$ cat config.mk
export PLATFORM = sky130hd
export DESIGN_NAME = seg_scan_ctrl_flat
export DESIGN_NICKNAME = d
export VERILOG_FILES = /design/src/rtl/seg_scan_ctrl_if.sv /design/src/rtl/seg_scan_ctrl.sv /design/src/flat_wrapper.sv
export SDC_FILE = /design/constraint.sdc
export NUM_CORES = 1
export LEC_CHECK = 0
export ABC_AREA = 1
export CORE_ASPECT_RATIO = 1.2
export CORE_MARGIN = 5
export CORE_UTILIZATION = 53
export CTS_BUF_LIST = sky130_fd_sc_hd__clkbuf_4
export CTS_CLUSTER_SIZE = 28
export DETAILED_ROUTE_END_ITERATION = 8
export DONT_BUFFER_PORTS = 1
export HOLD_SLACK_MARGIN = 0.05
export PLACE_DENSITY = 0.67
export SLEW_MARGIN = 20
export SYNTH_ARGS = -nofsm -noshare
export SYNTH_HDL_FRONTEND = slang
export SYNTH_SLANG_ARGS = --single-unit
$ cat constraint.sdc
create_clock -name clk -period 3.6 [get_ports clk]
set_clock_uncertainty 0.2 [all_clocks]
set_input_delay 0.54 -clock clk [delete_from_list [all_inputs] [get_ports clk]]
set_output_delay 0.54 -clock clk [all_outputs]
set_load 0.05 [all_outputs]
$ cat src/rtl/seg_scan_ctrl_if.sv
// seg_scan_ctrl_if: digit-write and commit handshake bundle for seg_scan_ctrl.
//   wr_valid/wr_ready     write request / accept (accepted when both high)
//   wr_idx, wr_data, wr_on digit index, hex value and visible flag
//   commit                request copy of shadow bank at the next frame boundary
//   commit_pending        commit accepted, copy not yet done
//   frame_done            one-cycle pulse after each copy
// master = host side, slave = seg_scan_ctrl side.
interface seg_scan_ctrl_if;
  logic       wr_valid;
  logic       wr_ready;
  logic [2:0] wr_idx;
  logic [3:0] wr_data;
  logic       wr_on;
  logic       commit;
  logic       commit_pending;
  logic       frame_done;

  modport master (
    output wr_valid, wr_idx, wr_data, wr_on, commit,
    input  wr_ready, commit_pending, frame_done
  );

  modport slave (
    input  wr_valid, wr_idx, wr_data, wr_on, commit,
    output wr_ready, commit_pending, frame_done
  );
endinterface

$ cat src/rtl/seg_scan_ctrl.sv
// seg_scan_ctrl: 8-digit multiplexed 7-segment scan controller.
// Each digit slot lasts DIV clk cycles: one blank cycle, then DIV-1 cycles driving
// the digit. Writes land in a shadow bank; a commit copies the whole shadow bank to
// the display bank at the next frame boundary (end of digit 7), so a frame never
// shows a half-updated display.
// Ports:
//   clk, rst         clock, synchronous active-high reset
//   bus (slave)      write / commit handshake, see seg_scan_ctrl_if
//   seg[7:0]         {a,b,c,d,e,f,g,dp}, active-low
//   an[7:0]          digit select, active-low, bit n = digit n
//   blink_mask[7:0]  only with SEG_SCAN_BLINK_EN: digits that blink
// Macro SEG_SCAN_BLINK_EN: adds blink_mask and a blink phase toggling every
// BLINK_FRAMES frames; masked digits are blanked while the phase is 1.
module seg_scan_ctrl #(
  parameter int unsigned DIV          = 1000,
  parameter int unsigned BLINK_FRAMES = 64
) (
  input  logic              clk,
  input  logic              rst,
  seg_scan_ctrl_if.slave    bus,
`ifdef SEG_SCAN_BLINK_EN
  input  logic [7:0]        blink_mask,
`endif
  output logic [7:0]        seg,
  output logic [7:0]        an
);

  // state | meaning
  // BLANK | cnt==0, anodes and segments off (anti-ghosting dead time)
  // SHOW  | cnt 1..DIV-1, digit idx driven from the display bank

  typedef enum logic {BLANK = 1'b0, SHOW = 1'b1} state_t;

  if (DIV < 2 || DIV > 65535 || BLINK_FRAMES < 1) begin : g_param_check
    $error("seg_scan_ctrl: DIV or BLINK_FRAMES out of range");
  end

  localparam logic [15:0] CNT_LAST = 16'(DIV - 1);

  state_t      state, state_nxt;
  logic [15:0] cnt;
  logic [2:0]  idx;
  logic [4:0]  shadow [8];
  logic [4:0]  active [8];
  logic        commit_pending;
  logic        frame_done;
  logic        tick;
  logic        boundary;
  logic        digit_hidden;

  assign tick     = (cnt == CNT_LAST);
  assign boundary = tick && (idx == 3'd7);

  function automatic logic [7:0] decode(input logic [3:0] v);
    case (v)
      4'h0: decode = 8'h03;
      4'h1: decode = 8'h9F;
      4'h2: decode = 8'h25;
      4'h3: decode = 8'h0D;
      4'h4: decode = 8'h99;
      4'h5: decode = 8'h49;
      4'h6: decode = 8'h41;
      4'h7: decode = 8'h1F;
      4'h8: decode = 8'h01;
      4'h9: decode = 8'h09;
      4'hA: decode = 8'h11;
      4'hB: decode = 8'hC1;
      4'hC: decode = 8'h63;
      4'hD: decode = 8'h85;
      4'hE: decode = 8'h61;
      default: decode = 8'h71;
    endcase
  endfunction

  always_ff @(posedge clk) begin
    if (rst) state <= BLANK;
    else     state <= state_nxt;
  end

  always_comb begin
    state_nxt = state;
    seg       = 8'hFF;
    an        = 8'hFF;
    case (state)
      BLANK: state_nxt = SHOW;
      SHOW: begin
        if (tick) state_nxt = BLANK;
        an = ~(8'h01 << idx);
        if (active[idx][4] && !digit_hidden) seg = decode(active[idx][3:0]);
      end
      default: state_nxt = BLANK;
    endcase
  end

  always_ff @(posedge clk) begin
    if (rst) begin
      cnt            <= '0;
      idx            <= '0;
      commit_pending <= 1'b0;
      frame_done     <= 1'b0;
      for (int i = 0; i < 8; i++) begin
        shadow[i] <= '0;
        active[i] <= '0;
      end
    end else begin
      cnt        <= tick ? '0 : cnt + 16'd1;
      if (tick) idx <= idx + 3'd1;
      frame_done <= boundary && commit_pending;
      // A commit arriving on the boundary itself only arms the next boundary.
      if (boundary && commit_pending) begin
        for (int i = 0; i < 8; i++) active[i] <= shadow[i];
        commit_pending <= 1'b0;
      end else if (bus.commit && !commit_pending) begin
        commit_pending <= 1'b1;
      end
      if (bus.wr_valid && !commit_pending) shadow[bus.wr_idx] <= {bus.wr_on, bus.wr_data};
    end
  end

  assign bus.wr_ready       = !commit_pending;
  assign bus.commit_pending = commit_pending;
  assign bus.frame_done     = frame_done;

`ifdef SEG_SCAN_BLINK_EN
  localparam logic [15:0] BLINK_LAST = 16'(BLINK_FRAMES - 1);

  logic        blink_phase;
  logic [15:0] blink_cnt;
  logic [7:0]  mask_q;

  // mask is registered so seg never depends combinationally on an input
  always_ff @(posedge clk) begin
    if (rst) begin
      blink_phase <= 1'b0;
      blink_cnt   <= '0;
      mask_q      <= '0;
    end else begin
      mask_q <= blink_mask;
      if (boundary) begin
        if (blink_cnt == BLINK_LAST) begin
          blink_cnt   <= '0;
          blink_phase <= ~blink_phase;
        end else begin
          blink_cnt <= blink_cnt + 16'd1;
        end
      end
    end
  end

  assign digit_hidden = blink_phase && mask_q[idx];
`else
  assign digit_hidden = 1'b0;
`endif

endmodule

$ cat src/flat_wrapper.sv
// flat-port wrapper written by rule: the top's interface ports become plain ports
module seg_scan_ctrl_flat 
#(
  parameter int unsigned DIV          = 1000,
  parameter int unsigned BLINK_FRAMES = 64
)
  (clk, rst, seg, an, bus_wr_valid, bus_wr_idx, bus_wr_data, bus_wr_on, bus_commit, bus_wr_ready, bus_commit_pending, bus_frame_done);
  seg_scan_ctrl_if bus_i ();
  input  logic clk;
  input  logic rst;
  output logic [7:0] seg;
  output logic [7:0] an;
  input wire logic [$bits(bus_i.wr_valid)-1:0] bus_wr_valid;
  input wire logic [$bits(bus_i.wr_idx)-1:0] bus_wr_idx;
  input wire logic [$bits(bus_i.wr_data)-1:0] bus_wr_data;
  input wire logic [$bits(bus_i.wr_on)-1:0] bus_wr_on;
  input wire logic [$bits(bus_i.commit)-1:0] bus_commit;
  output wire logic [$bits(bus_i.wr_ready)-1:0] bus_wr_ready;
  output wire logic [$bits(bus_i.commit_pending)-1:0] bus_commit_pending;
  output wire logic [$bits(bus_i.frame_done)-1:0] bus_frame_done;
  assign bus_i.wr_valid = bus_wr_valid;
  assign bus_i.wr_idx = bus_wr_idx;
  assign bus_i.wr_data = bus_wr_data;
  assign bus_i.wr_on = bus_wr_on;
  assign bus_i.commit = bus_commit;
  assign bus_wr_ready = bus_i.wr_ready;
  assign bus_commit_pending = bus_i.commit_pending;
  assign bus_frame_done = bus_i.frame_done;
  seg_scan_ctrl #(.DIV(DIV), .BLINK_FRAMES(BLINK_FRAMES)) u_core (.clk(clk), .rst(rst), .bus(bus_i), .seg(seg), .an(an));
endmodule
* Word-level counts from Yosys, hierarchy flattened
Memory sizes are Yosys's and may differ from the RTL's. A register that Yosys moved wholly into a read port is not among the register bits. Cells that the tools add are included.
Storage, ports and cells: memory bits (writable) 80, latch bits 0, input bits 12, memories 3, ROM bits 112, register bits after elaboration 22
Operators by class: div/mod/pow operators 0, magnitude comparators 0, reductions and logical operators 8, multipliers 0, shift-type cells 1, add/sub/neg operators 2, bitwise gates (word level) 10, eq/ne operators 2, mux-type cells 26
Memories:
- (no name shown) | words 16, width 7, read ports 1, clocked after Yosys merged registers in 0, write ports 0, line seg_scan_ctrl.sv:55 | case (v)
- u_core.active | words 8, width 5, read ports 1, clocked after Yosys merged registers in 1, write ports 8, line seg_scan_ctrl.sv:44 | logic [4:0] active [8];
- u_core.shadow | words 8, width 5, read ports 8, clocked after Yosys merged registers in 0, write ports 8, line seg_scan_ctrl.sv:43 | logic [4:0] shadow [8];
Operators with widths (number):
- 5-bit two-way mux | 9
- 8-bit two-way mux | 3
- 16-bit by 1-bit adder with 16-bit output, second input constant | 1
- 16-bit by 10-bit equality test with 1-bit output, second input constant | 1
- 1-bit two-way mux | 10
- 3-bit two-way mux | 3
- 8-bit inverter | 1
- 1-bit OR | 8
- 1-bit by 3-bit left shift with 8-bit output, first input constant | 1
- 5-bit OR reduction | 1
- 1-bit logical AND | 4
- 2-bit OR reduction | 2
- 3-bit by 1-bit adder with 3-bit output, second input constant | 1
- 3-bit equality test, second input constant | 1
- 1-bit one-hot mux with 2 select lines | 1
- 1-bit logical NOT | 1
- 1-bit inverter | 1

* Longest topological paths before layout
Gate-level depths: netlist of the first run.
depth after elaboration 7, gate-level depth with buffers 13, mapped depth without buffers 12

* Worst setup path after synthesis of the first run
Ideal clock, no wire load.
kind flip-flop to output port, start point register with a tool-made name, end point output port seg[4], data required time 2860 ps, cell stages (with the launch flop) 13, setup slack 980 ps, arrival 1880 ps, path buffers 1, cell sequence dfxtp_1 -> inv_2 -> buf_4 -> nand2_1 -> nand3_1 -> nand3_1 -> o21ai_1 -> inv_1 -> ha_1 -> nand3_1 -> nand2_1 -> nand2_1 -> nand3_1
RTL lines:
- end: declaration | line flat_wrapper.sv:11 | output logic [7:0] seg;

==> flow_summary.toml, run 1 <==
[setup_path]
startpoint_type = "register"
criticalPathCategory = "register to output port"
r2r-start = "u_core.bus.commit_pending"
path_max_fanout = 11
rr_worst_depth = 5
reg2reg_to = "u_core.shadow[0][0]"
endpoint_kind = "output port"
required_ns = 2.86
arrival_ns = 2.56
rrSetupSlack_ns = 1.08

[sta]
max_clock_freq_mhz = 303
setup_slack_ns = 0.299
tightest_slew_ns = 0.722
hold_violations = 0
min_period_ns = 3.30
slew_headroom_pct = 51.8
rsz0062_at_grt = "false"
slew_viol_final = 0
finalCritPeriodShare_pct = 91.7
setup_viol = 0
setup-tns-final_ns = 0

[pwr]
leakagePower_nw = 2.21
netSwitchingFraction_pct = 23.9
p_switching_mw = 0.504
powerDensity_nw_per_um2 = 396
p_int_mw = 1.60
seqPwrFrac_pct = 64.8
clockPowerShare_pct = 28.2
peakVddDrop_uv = 195
p_comb_share_pct = 7.0

[route]
dr_total_vias = 3417
via_per_inst = 4.92
wl_per_cell_um = 13.2
drcViolationCount = 0
ant_nets = 0
drtIter0Drc = 169
wl_mm = 9.16
dr.pass1.iters = 5

[synth]
syn_avg_cell_area_um2 = 8.96
synthArstFlopShare_pct = 0
synth_top_family_by_area = "simple AND/OR/NAND/NOR gates"
synthSimpleGateAreaFrac_pct = 26.6
synth_mux_area_share_pct = 0
synth_adder_area_share_pct = 3.21
ys_seq_elements = 105
synth_ff_type = "edfxtp_1"
synthXorXnorAreaFrac_pct = 0.346
yosysTopAreaCell = "edfxtp_1"
synthesis.area_um2 = 5060
yosysSeqAreaShare_pct = 57.3
synth_cell_types = 30
synthTopCellsByArea = "edfxtp_1 47%, dfxtp_1 9.9%, inv_1 7.8%"
synth_cells = 565
synth_edf_count = 80
yosysWarningCount = 0
synth_top_area_share_pct = 47.4
synth-compound-area-share_pct = 2.50
syn-num-nets = 590

[die]
die-area_um2 = 11600
io_pins = 31
start_util_pct = 53.8
coreArea_um2 = 9420
placementRows = 39
die_x_um = 99.2
chipHeight_um = 117

[clocking]
numCtsBuffers = 9
clk_latency_ns = 0.46
ctsRootBufferMaster = "clkbuf_4"
cts_buffer_depth = 2
cts.sinks = 105
path_clk_slew_ns = 0.15
tritoncts = "built"
cts_setup_buffers = 0
htree_levels = 3

[worst_hold_path]
hold_path_class = "register to register"
min_to = "u_core.cnt[0]"
hold_depth = 1
hold_start = "u_core.cnt[0]"

[cells_and_area]
drive_gt1_share_pct = 10.8
diodes = 0
nets = 592
final_cell_count_no_fill = 695
syn2layout_area_growth_pct = 5.07

[grt]
grt_max_degree = 41
antenna_found_initial = 0
grt_usage_pct = 17.0
grt_pass1_vias = 3246
overflow = 0
grt_pass1_wl_mm = 15.5

[place]
dp.cells = 677
dpl_worst_slack_ns = 0.449
hpwl_mm = 6.84
routabilityCongestion = 0.992
port_buffers = 0

[outcome]
status = "finished clean"

[run]
max_cap_viol_count = 0
## cells by family after synthesis
family | after synthesis
other | 1
AND/OR/NAND/NOR | 300
adder cells (fa/ha/maj) | 13
buffers and inverters | 121
flip-flops | 105
AO/OA/AOI/OAI | 23
XOR/XNOR | 2
## layout make-up
class | instances | area (µm²)
clock buffer | 11 | 82.6
clock inverter | 5 | 55.1
fill | 841 | 4100
inverter | 108 | 409
multi-input combinational | 339 | 1680
sequential | 105 | 2910
tap | 123 | 154
timing repair buffer | 4 | 35.0
## worst max path at each step
stage	startpoint	endpoint
2_1_floorplan	register	seg[4]
3_3_place_gp	register	seg[4]
3_5_place_dp	register	seg[4]
4_1_cts	register	seg[3]
5_1_grt	register	seg[4]
6_report	register	seg[5]
## through the flow
| stage | hold WS [ns] | power [mW] | utilization, % | instance area [µm²] |
|---|---|---|---|---|
| final | 0.266 | 2.11 | 56.5 | 5320 |
| after global routing | 0.251 | 2.19 | 56.5 | 5320 |
| after CTS | 0.240 | 2.12 | 56.4 | 5310 |
| after detailed placement | 0.237 | 1.54 | 54.5 | 5140 |
| after global placement | 0.229 | 1.53 | 54.5 | 5140 |
| after floorplan | 0.218 | 1.50 | - | 5060 |
## layer usage
metal  global-route usage [%]  share of wire (%)  wire length [µm]
met5                        0                  0                 0
met4                     8.20                2.5               228
met3                     3.14                2.9               270
met2                     28.5                 50              4550
met1                     21.2                 45              4110
## worst max-delay path: stages (launching register included)
cell        delay [ns]
dfxtp_2           0.48
clkinvlp_4        0.22
nand3_1           0.12
nand2_1           0.05
o21ai_1           0.35
ha_1              0.30
inv_1             0.09
nand4_1           0.09
nand3_1           0.42
## flip-flops by register name, summed over array words and instances, names as in the netlist, named ones only
register and flops:
u_core.cnt 16, u_core.state 1, u_core.shadow 40, u_core.idx 3, u_core.active 40, u_core.bus.commit_pending 1
u_core.bus.frame_done 1
## what timing repair did
| item | 4_1_cts | 5_1_grt |
|---|---|---|
| hold buffers | 2 | 0 |
| endpoints found under the hold margin | 15 | 0 |
| resized for setup | 3 | 4 |
| endpoints found under the setup margin | 3 | 7 |
## cells in the final DEF (no fill, tap or decap), types with 2 or more instances in the layout
cell type      synthesis  final
inv_1                105    105
nand2_1              104    104
nor2_1                91     91
edfxtp_1              80     80
nand3_1               52     48
nor2_2                27     27
dfxtp_1               25     23
ha_1                  13     13
a21oi_1               11     11
clkbuf_4               0     11
nand4_1                8      8
o21ai_0                7      7
nor3_1                 7      7
nand3_2                2      6
nand2_2                4      4
inv_2                  2      2
o211ai_1               2      2
xor2_1                 2      2
nor2_4                 2      2
dfxtp_2                0      2
clkinv_1               1      2
dlygate4sd3_1          0      2
buf_4                  4      2
## power groups by stage
stage | Clock, mW | Combinational, mW | Sequential [mW]
6_report | 0.594 | 0.148 | 1.36
3_5_place_dp | 0 | 0.144 | 1.39
4_1_cts | 0.608 | 0.150 | 1.37
5_1_grt | 0.653 | 0.166 | 1.37
2_1_floorplan | 0 | 0.119 | 1.39
3_3_place_gp | 0 | 0.141 | 1.39
## cells in the mapped netlist, types with 3 or more instances
library cell and count:
o21ai_0 7, clkbuf_1 3, buf_6 4, edfxtp_1 80, nand3_1 52, dfxtp_1 25
nor2_2 27, nand2_2 4, nor3_1 7, buf_4 4, nand2_1 104, nor2_1 91
a21oi_1 11, ha_1 13, inv_1 105, nand4_1 8
No activity file was read; power rests on OpenSTA's default activity.
==> run 2, diff against run 1 <==
--- a/config.mk
+++ b/config.mk
@@ -15,6 +15,7 @@
 export DONT_BUFFER_PORTS = 1
 export HOLD_SLACK_MARGIN = 0.05
 export PLACE_DENSITY = 0.67
+export REMOVE_ABC_BUFFERS = 1
 export SLEW_MARGIN = 20
 export SYNTH_ARGS = -nofsm -noshare
 export SYNTH_HDL_FRONTEND = slang
==> run 2 against run 1 <==
Compared with the run above: core utilization decreased by 0.21 points; clock-buffer cell count decreased by 1; register-to-register slack improved by 0.03 ns; power decreased by 3.4%; hold slack got worse by 0.0089 ns; sequential power about the same; global-route usage increased by 0.16 points; die area unchanged; wire length decreased by 2.8%; sequential share of layout area increased by 0.21 points; first-iteration DRC count increased by 7.7%; largest power group unchanged.
==> flow_summary.toml, run 2 (synthesis results as in run 1) <==
[sta]
hold_violations = 0
tightest_slew_ns = 0.697
min_period_ns = 3.29
holdWs_ns = 0.257
max_clock_freq_mhz = 304
finalCritPeriodShare_pct = 91.4
slew_headroom_pct = 53.5
setup_viol = 0
slew_viol_final = 0
setup-tns-final_ns = 0
rsz0062_at_grt = "false"

[cells_and_area]
nets = 592
multi_input_comb_area_um2 = 1680
top_regs = "u_core.active (40), u_core.shadow (40), u_core.cnt (16)"
drive_gt1_share_pct = 11.0
syn2layout_area_growth_pct = 4.67
regArea_um2 = 2910
diodes = 0
final_cell_mix = "105 x inv_1, 104 x nand2_1, 91 x nor2_1"
mostFrequentLayoutCell = "inv_1"
nFillCells = 826
fin_area_um2 = 5300

[setup_path]
criticalPathCategory = "register to output port"
required_ns = 2.86
startpoint_type = "register"
endpoint_kind = "output port"
arrival_ns = 2.55
path_max_fanout = 11
rr_worst_depth = 5

[route]
wl_mm = 8.91
drtIter0Drc = 182
via_per_inst = 4.96
dr.pass1.iters = 5
wl_per_cell_um = 12.8
ant_nets = 0
drcViolationCount = 0
dr_total_vias = 3447

[clocking]
ctsRootBufferMaster = "clkbuf_4"
path_clk_slew_ns = 0.16
cts_buffer_depth = 2
numCtsBuffers = 9
cts.sinks = 105
tritoncts = "built"
htree_levels = 3
clk_latency_ns = 0.46

[die]
die-area_um2 = 11600
chipHeight_um = 117
io_pins = 31
placementRows = 39
coreArea_um2 = 9420
start_util_pct = 53.8
die_x_um = 99.2

[grt]
overflow = 0
grt_pass1_wl_mm = 15.6
antenna_found_initial = 0
grt_max_degree = 41
grt_pass1_vias = 3380
grt_usage_pct = 17.1

[pwr]
peakVddDrop_uv = 183
powerDensity_nw_per_um2 = 384
leakagePower_nw = 2.20

[worst_hold_path]
hold_path_class = "input port to register"
hold_depth = 2

[place]
place_area_um2 = 5140
port_buffers = 0
hpwl_mm = 6.76
routabilityCongestion = 0.960

[outcome]
status = "finished clean"

[run]
max_cap_viol_count = 0
-- run 2: worst max-delay path: stages (launching register included) --
cell and delay (ns):
dfxtp_2 0.46, clkinv_1 0.26, nand3_1 0.16, nand2_1 0.07, o21ai_2 0.23, inv_1 0.12
ha_1 0.21, nand3_1 0.13, nand2_1 0.10, nand2_1 0.06, nand2_1 0.29
-- run 2: through the flow --
step | setup slack (ns) | total power [mW] | cells | utilization (%)
after detailed placement | 0.432 | 1.54 | 677 | 54.5
final | 0.310 | 2.04 | 695 | 56.3
after floorplan | 0.702 | 1.50 | 552 | -
after global placement | 0.569 | 1.53 | 677 | 54.5
after CTS | 0.138 | 2.05 | 695 | 56.2
after global routing | 0.0673 | 2.13 | 695 | 56.3
-- run 2: final cells by class --
type | instances | area share, %
flip-flops and latches | 105 | 54.8
multi-input cells | 339 | 31.8
inverters | 108 | 7.65
well taps | 123 | 2.90
clock buffers | 10 | 1.42
clock inverters | 6 | 0.803
repair buffers | 4 | 0.661
-- run 2: final timing paths --
check / start / to / slack, ns
setup / recovery: register / seg[1] / 0.31
hold reg to reg: u_core.cnt[0] / u_core.cnt[0] / 0.26
setup reg to reg: u_core.bus.commit_pending / u_core.shadow[7][1] / 1.11
hold / removal: bus_wr_data[1] / u_core.shadow[6][1] / 0.26
-- run 2: routing by layer --
metal / wire length [µm] / GRT usage (%) / vias up
met3: 271 / 3.20 / 17
met2: 4360 / 29.1 / 58
li1: - / - / 1788
met4: 235 / 8.11 / 0
met1: 4040 / 21.2 / 1584
met5: 0 / 0 / -
-- run 2: what timing repair did --
action	4_1_cts	5_1_grt
hold buffers	2	0
buffers inserted	0	0
resized for setup	4	3
hold endpoints to repair	15	0
endpoints found under the setup margin	4	7
-- run 2: report_power, final --
group	internal [mW]	total, mW	switching, mW
sequential	1.35	1.36	0.0196
combinational	0.0315	0.148	0.116
clock	0.153	0.524	0.371
total	1.53	2.04	0.507
